--- src/rtl/regfile_write_port.sv ---
// Write side of the dual-issue 32x32 register file with a busy scoreboard.
// Optional macro RF_WB_BYPASS_EN makes regs_flat/busy show this cycle's updates combinationally.
module regfile_write_port #(
    parameter int NREG = 32,
    parameter int DW   = 32
) (
    input  logic                 clk,
    input  logic                 rst_n,
    input  logic                 wb0_en,
    input  logic [4:0]           wb0_addr,
    input  logic [DW-1:0]        wb0_data,
    input  logic                 wb1_en,
    input  logic [4:0]           wb1_addr,
    input  logic [DW-1:0]        wb1_data,
    input  logic                 iss0_en,
    input  logic [4:0]           iss0_addr,
    input  logic                 iss1_en,
    input  logic [4:0]           iss1_addr,
    output logic [NREG*DW-1:0]   regs_flat,
    output logic [NREG-1:0]      busy,
    output logic [15:0]          wr_count
);
    localparam int AW = 5;

    logic [DW-1:0]   regs_q [NREG];
    logic [DW-1:0]   regs_d [NREG];
    logic [NREG-1:0] busy_q;
    logic [NREG-1:0] busy_d;
    logic [15:0]     wr_count_q;
    logic [15:0]     wr_count_d;
    logic            wb0_hit_s;
    logic            wb1_hit_s;
    logic [1:0]      wr_num_s;
    logic [16:0]     wr_sum_s;

    // Next-state register contents; lane 1 overrides lane 0 on a shared address.
    always_comb begin
        wb0_hit_s = wb0_en && (wb0_addr != 5'd0);
        wb1_hit_s = wb1_en && (wb1_addr != 5'd0);
        regs_d[0] = {DW{1'b0}};
        for (int i = 1; i < NREG; i++) begin
            if (wb1_hit_s && (wb1_addr == AW'(i))) begin
                regs_d[i] = wb1_data;
            end else if (wb0_hit_s && (wb0_addr == AW'(i))) begin
                regs_d[i] = wb0_data;
            end else begin
                regs_d[i] = regs_q[i];
            end
        end
    end

    // Scoreboard next state: clears applied first so a same-cycle issue keeps the bit set.
    always_comb begin
        busy_d = busy_q;
        for (int i = 1; i < NREG; i++) begin
            if ((wb0_en && (wb0_addr == AW'(i))) || (wb1_en && (wb1_addr == AW'(i)))) begin
                busy_d[i] = 1'b0;
            end else begin
                busy_d[i] = busy_q[i];
            end
            if ((iss0_en && (iss0_addr == AW'(i))) || (iss1_en && (iss1_addr == AW'(i)))) begin
                busy_d[i] = 1'b1;
            end else begin
                busy_d[i] = busy_d[i];
            end
        end
        busy_d[0] = 1'b0;
    end

    // Saturating write counter; a same-address collision commits only one write.
    always_comb begin
        if (wb0_hit_s && wb1_hit_s && (wb0_addr == wb1_addr)) begin
            wr_num_s = 2'd1;
        end else begin
            wr_num_s = {1'b0, wb0_hit_s} + {1'b0, wb1_hit_s};
        end
        wr_sum_s = {1'b0, wr_count_q} + {15'd0, wr_num_s};
        if (wr_sum_s[16]) begin
            wr_count_d = 16'hFFFF;
        end else begin
            wr_count_d = wr_sum_s[15:0];
        end
    end

    // State registers with asynchronous clear.
    always_ff @(posedge clk or negedge rst_n) begin
        if (!rst_n) begin
            for (int i = 0; i < NREG; i++) begin
                regs_q[i] <= {DW{1'b0}};
            end
            busy_q     <= {NREG{1'b0}};
            wr_count_q <= 16'd0;
        end else begin
            for (int i = 0; i < NREG; i++) begin
                regs_q[i] <= regs_d[i];
            end
            busy_q     <= busy_d;
            wr_count_q <= wr_count_d;
        end
    end

    // Output view: registered state, or the post-update state when bypassing.
    always_comb begin
        regs_flat = {(NREG*DW){1'b0}};
        busy      = {NREG{1'b0}};
`ifdef RF_WB_BYPASS_EN
        if (rst_n) begin
            for (int i = 0; i < NREG; i++) begin
                regs_flat[i*DW +: DW] = regs_d[i];
            end
            busy = busy_d;
        end else begin
            regs_flat = {(NREG*DW){1'b0}};
            busy      = {NREG{1'b0}};
        end
`else
        for (int i = 0; i < NREG; i++) begin
            regs_flat[i*DW +: DW] = regs_q[i];
        end
        busy = busy_q;
`endif
        wr_count = wr_count_q;
    end

endmodule

--- config.mk ---
export PLATFORM = sky130hd
export DESIGN_NAME = regfile_write_port
export DESIGN_NICKNAME = d
export VERILOG_FILES = /design/src/rtl/regfile_write_port.sv
export SDC_FILE = /design/constraint.sdc
export NUM_CORES = 2
export LEC_CHECK = 0
export ABC_AREA = 1
export BUFFER_PORTS_ARGS = -buffer_cell sky130_fd_sc_hd__buf_2
export CORE_AREA = 3 3 449 451
export CTS_CLUSTER_DIAMETER = 60
export DETAILED_ROUTE_END_ITERATION = 16
export DIE_AREA = 0 0 452 454
export GPL_ROUTABILITY_DRIVEN = 0
export HOLD_SLACK_MARGIN = 0.02
export PLACE_DENSITY_LB_ADDON = 0.12
export SLEW_MARGIN = 40
export SYNTH_ARGS = -nofsm -noshare
export SYNTH_HDL_FRONTEND = slang
export SYNTH_SLANG_ARGS = --single-unit
--- constraint.sdc ---
create_clock -name clk -period 2.7 [get_ports clk]
set_input_delay 0.27 -clock clk [delete_from_list [all_inputs] [get_ports clk]]
set_output_delay 0.27 -clock clk [all_outputs]
set_load 0.01 [all_outputs]
Word level (Yosys, flattened, before mapping)
Cells that the tools add are included.
- register bits: 1039
- output and inout bits: 1072
- word-level logic and storage cells: 632
- $add $sub $neg: 2
- equality and inequality tests: 125
- mux-type cells: 126
- reductions and logical operators: 316
- operators by type and width (operator ; number):
    two-way mux 32 bit ; 62
    equality test 5 bit, second input constant ; 64
    logical AND 1 bit ; 190
    equality test 5 x 4 -> 1 bit, second input constant ; 32
    nonzero test 2 bit ; 62
    equality test 5 x 3 -> 1 bit, second input constant ; 16
    logical OR 1 bit ; 62
    two-way mux 1 bit ; 62
    equality test 5 x 2 -> 1 bit, second input constant ; 8
    equality test 5 x 1 -> 1 bit, second input constant ; 4
    adder 16 x 2 -> 17 bit ; 1
    two-way mux 16 bit ; 1
    nonzero test 5 bit ; 2
    equality test 5 bit ; 1
    adder 1 x 1 -> 2 bit ; 1
    two-way mux 2 bit ; 1

Logic depth before layout (Yosys ltp)
- depth after elaboration: 7
- depth in mapped cells: 16

Least setup slack after synthesis
Ideal clock, no wire load.
- path kind: input-to-reg
- start point: input port wb1_addr[1]
- end point: register wr_count_q[10], in the netlist wr_count[10]
- setup time: 0.142 ns
- arrival: 2.615 ns
- data required time: 2.558 ns
- path slack: -0.057 ns
- stages: 15
- path buffers: 2
- path through: buf_2 > nor2_1 > a31oi_1 > ha_1 > inv_1 > nand2_1 > ha_1 > fa_1 > nand2_1 > nor2_1 > nand2_1 > inv_1 > nand3_1 > clkbuf_1 > nand3_1
- word-level cells in the longest chain between the ends: 7
- RTL lines (what ; RTL line ; text):
    start: declaration ; 13 ; input logic [4:0] wb1_addr,
    nonzero test 5 bit ; 39 ; wb1_hit_s = wb1_en && (wb1_addr != 5'd0);
    logical AND 1 bit ; 39 ;
    logical AND 1 bit (2 in a row) ; 72 ; if (wb0_hit_s && wb1_hit_s && (wb0_addr == wb1_addr)) begin
    two-way mux 2 bit (*) ; 72 ;
    adder 16 x 2 -> 17 bit (*) ; 77 ; wr_sum_s = {1'b0, wr_count_q} + {15'd0, wr_num_s};
    two-way mux 16 bit (*) ; 78 ; if (wr_sum_s[16]) begin
    via wr_count_d[10] ; 30 ; logic [15:0] wr_count_d;
    end signal: assignment ; 98 ; wr_count_q <= wr_count_d;
    end: declaration ; 29 ; logic [15:0] wr_count_q;
The timed path passes the listed nets; every way through them passes the cells marked *.
A chain may end at the register's enable or synchronous reset.

Worst setup path after layout
- start point: input port iss0_addr[2]
- end point: register busy_q[14], in the netlist busy[14]
- word-level cells in the longest chain between the ends: 4
- RTL lines (what ; RTL line ; text):
    start: declaration ; 16 ; input logic [4:0] iss0_addr,
    equality test 5 x 4 -> 1 bit (*) ; 61 ; if ((iss0_en && (iss0_addr == AW'(i))) || (iss1_en && (iss1_addr == AW'(i)))) begin
    logical AND 1 bit (*) ; 61 ;
    logical OR 1 bit (*) ; 61 ;
    two-way mux 1 bit or nonzero test 2 bit (tied branches) ; -- ;
    end signal: assignment ; 91 ; busy_q <= {NREG{1'b0}};
    end signal: assignment ; 97 ; busy_q <= busy_d;
    end: declaration ; 27 ; logic [NREG-1:0] busy_q;
Mark *: on every way between the ends. The rest lies on a longest branch, timed or not.

==> summary.txt <==
CTS
  – CTS tree: built
  – CTS max path bufs: 3
  – H-tree levels: 4
  – CTS clk-pin slew, worst paths: 0.06 ns
  – Root Driver: clkbuf_16
  – TritonCTS buffer count: 143
  – Worst-skew pair later-pin latency: 0.80 ns
  – Post-CTS resize count: 0
  – Clock sinks: 1,039

Yosys
  – Mapped Cells: 7,095
  – Mapped Area: 51,500 um2
  – Synth cell types: 25
  – Post-synth top area share: 50.5%
  – Main area contributors after synthesis: dfrtp_1 50%, nand2_1 24%, nand3_1 18%
  – Post-synth top area cell: dfrtp_1
  – Yosys reg bits: 1,039
  – Yosys warnings: 0
  – Syn_area_per_cell: 7.26 um2
  – Sequential cell area fraction in the yosys report: 50.5%

GRT
  – Total congestion overflow: 0
  – Initial antenna violation count: 41
  – Global route hottest layer: met2
  – Met3 usage: 6.19%
  – First-pass GRT wire length: 464,000 um
  – Total GRT Usage: 32.4%
  – Vias in the first global route: 54,362
  – Global Route met1 Usage: 41.4%
  – Pin count of the biggest net entering global routing: 71
  – Grt met2 use: 50.0%

Cells and area
  – Multi-input logic area: 22,500 um2
  – Nets: 8,284
  – Area grow syn2layout: 29.4%
  – Area occupied by registers: 26,000 um2
  – Fillers: 21,197
  – Non-filler cells, final: 10,963
  – Most common cell after layout, fill and taps aside: nand2_1
  – Final core occ: 33.8%
  – Most frequent cells in the layout: 3,230 x nand2_1, 1,831 x nand3_1, 1,127 x buf_2, 1,039 x dfrtp_1, 321 x buf_4
  – Layout cells sized above 1: 22.1%

Die
  – Die width: 452 um
  – DIE HEIGHT: 454 um
  – Die footprint: 205,000 um2
  – Initial core utilization: 26.1%
  – Core Region: 198,000 um2
  – IO Pins: 1,162
  – Row count: 163

Detailed routing
  – First-pass iteration count of the detailed router: 7
  – Drc violations: 0
  – Via count: 57,565
  – Drt via density: 5.25
  – WL/cell: 31.4 um
  – Post-route ant nets: 0
  – Routed wire length: 344,000 um
  – Violation count after the first detailed-route iteration: 6,293

Timing
  – Peak Freq: 401 MHz
  – Final count of hold timing violations: 0
  – Setup-failing EPs final: 0
  – Final worst path period share: 92.5%
  – Layout Skew: 0.00731 ns
  – Max-slew violations: 0
  – RSZ-0062 raised after global routing: no
  – Max-slew headroom: 40.2%
  – Fin crit period: 2.50 ns
  – Worst Tran Pin Value: 0.895 ns

Worst setup path
  – CP Launch Type: input pin
  – Worst-path cell chain: dlygate4sd3_1 > buf_2 > nand2_1 > dlygate4sd3_1 > inv_1 > nand4_1 > dlygate4sd3_1 > nand3_1 > dlygate4sd3_1
  – CP max stage cell: dlygate4sd3_1
  – Critical Path RT: 3.44 ns
  – CP max FO: 6
  – Worst Path Arrival: 3.24 ns
  – Worst setup EP type: flop
  – Slowest stage delay, CP: 0.62 ns
  – Family with the most delay on the worst path: buffers and inverters
  – CP dominant cell by count: dlygate4sd3_1
  – Crit Path Class: in2reg
  – Critical path buffers and inverters: 6

Job
  – Number of max-cap violations: 0

Placement
  – Post-DP HPWL: 241,000 um
  – Dpl cells: 10,626
  – Port buffer count: 1,128

Hold path
  – Hold WC Path Type: in2async

Power
  – Static leakage: 36.2 nW
  – VDD IR-drop max: 0.000643 V
  – PwrDens: 851 nW/um2

Outcome
  – Status: completed
==> power by group <==
group	switching, mW	internal [mW]
Combinational	8.75	4.97
Sequential	4.03	19.3
Clock	8.02	11.7
Total	20.8	36.0
==> state kept, by name (all words and copies together) (netlist names) <==
register / cells
regs_flat: 992
busy: 31
wr_count: 16
==> layout make-up <==
class	instances	area share (%)
flip-flops and latches	1039	39.0
multi-input cells	5268	33.7
repair buffers	1539	13.9
clock buffers	202	6.15
well taps	2640	4.95
inverters	199	1.16
clock inverters	52	1.03
diodes	24	0.0900
==> worst paths after layout <==
path / cells after the start / from / end / slack [ns]
setup / recovery: 9 / iss0_addr[2] / busy[14] / 0.20
hold / removal: 2 / rst_n / regs_flat[220] / 0.06
setup reg to reg: 9 / wr_count[0] / wr_count[14] / 0.82
hold reg to reg: 2 / busy[23] / busy[23] / 0.47
max in group asynchronous: 3 / rst_n / regs_flat[645] / 1.49
min in group clk: 4 / wb0_data[16] / regs_flat[880] / 0.07
==> what timing repair did <==
action | 4_1_cts | 5_1_grt
buffers inserted | 0 | 0
hold buffers | 59 | 0
endpoints found under the hold margin | 626 | 0
==> logic make-up (layout without fill, tap and decap cells) <==
group                      after synthesis  in the layout  synth area share (%)
and+or+nand+nor                       5205           5205                  42.5
AOI/OAI and AO/OA                       20             20                 0.197
xor gates and xnor gates                 6              6                 0.102
other                                    1             57               0.00728
adders and majority gates                4              4                 0.112
buffers and inverters                  820           1992                  6.63
DFF                                   1039           1039                  50.5
==> cell usage after synthesis <==
| library cell | count |
|---|---|
| a31oi_1 | 1 |
| and2_1 | 1 |
| buf_1 | 40 |
| buf_2 | 170 |
| buf_4 | 33 |
| clkbuf_1 | 378 |
| clkinv_1 | 37 |
| conb_1 | 1 |
| dfrtp_1 | 1039 |
| fa_1 | 1 |
| ha_1 | 3 |
| inv_1 | 126 |
| inv_2 | 36 |
| nand2_1 | 3257 |
| nand2_2 | 5 |
| nand3_1 | 1836 |
| nand4_1 | 6 |
| nor2_1 | 89 |
| nor2_2 | 6 |
| nor2_4 | 3 |
| nor3_1 | 1 |
| o21ai_0 | 19 |
| or2_2 | 1 |
| xnor2_1 | 2 |
| xor2_1 | 4 |
==> per-stage QoR <==
stage                     instance area [um2]  power, mW  setup TNS (ns)  worst slack [ns]  hold WS [ns]
final                                   66700       56.8               0             0.203        0.0604
after global routing                    66700       59.1               0             0.211        0.0492
after CTS                               66700       57.1               0             0.322        0.0235
after detailed placement                61300       37.1           -5.02            -0.348         0.278
after global placement                  61200       37.0           -5.68            -0.399         0.288
after floorplan                         51700       27.7               0            0.0387       -0.0256
==> routing by layer <==
metal	part of all wire (%)	vias to the layer above
met4	7.4	2
met2	45	3252
met1	40	28720
li1	-	24825
met3	7.6	766
met5	0.0038	-
No activity file was read; power rests on OpenSTA's default activity.
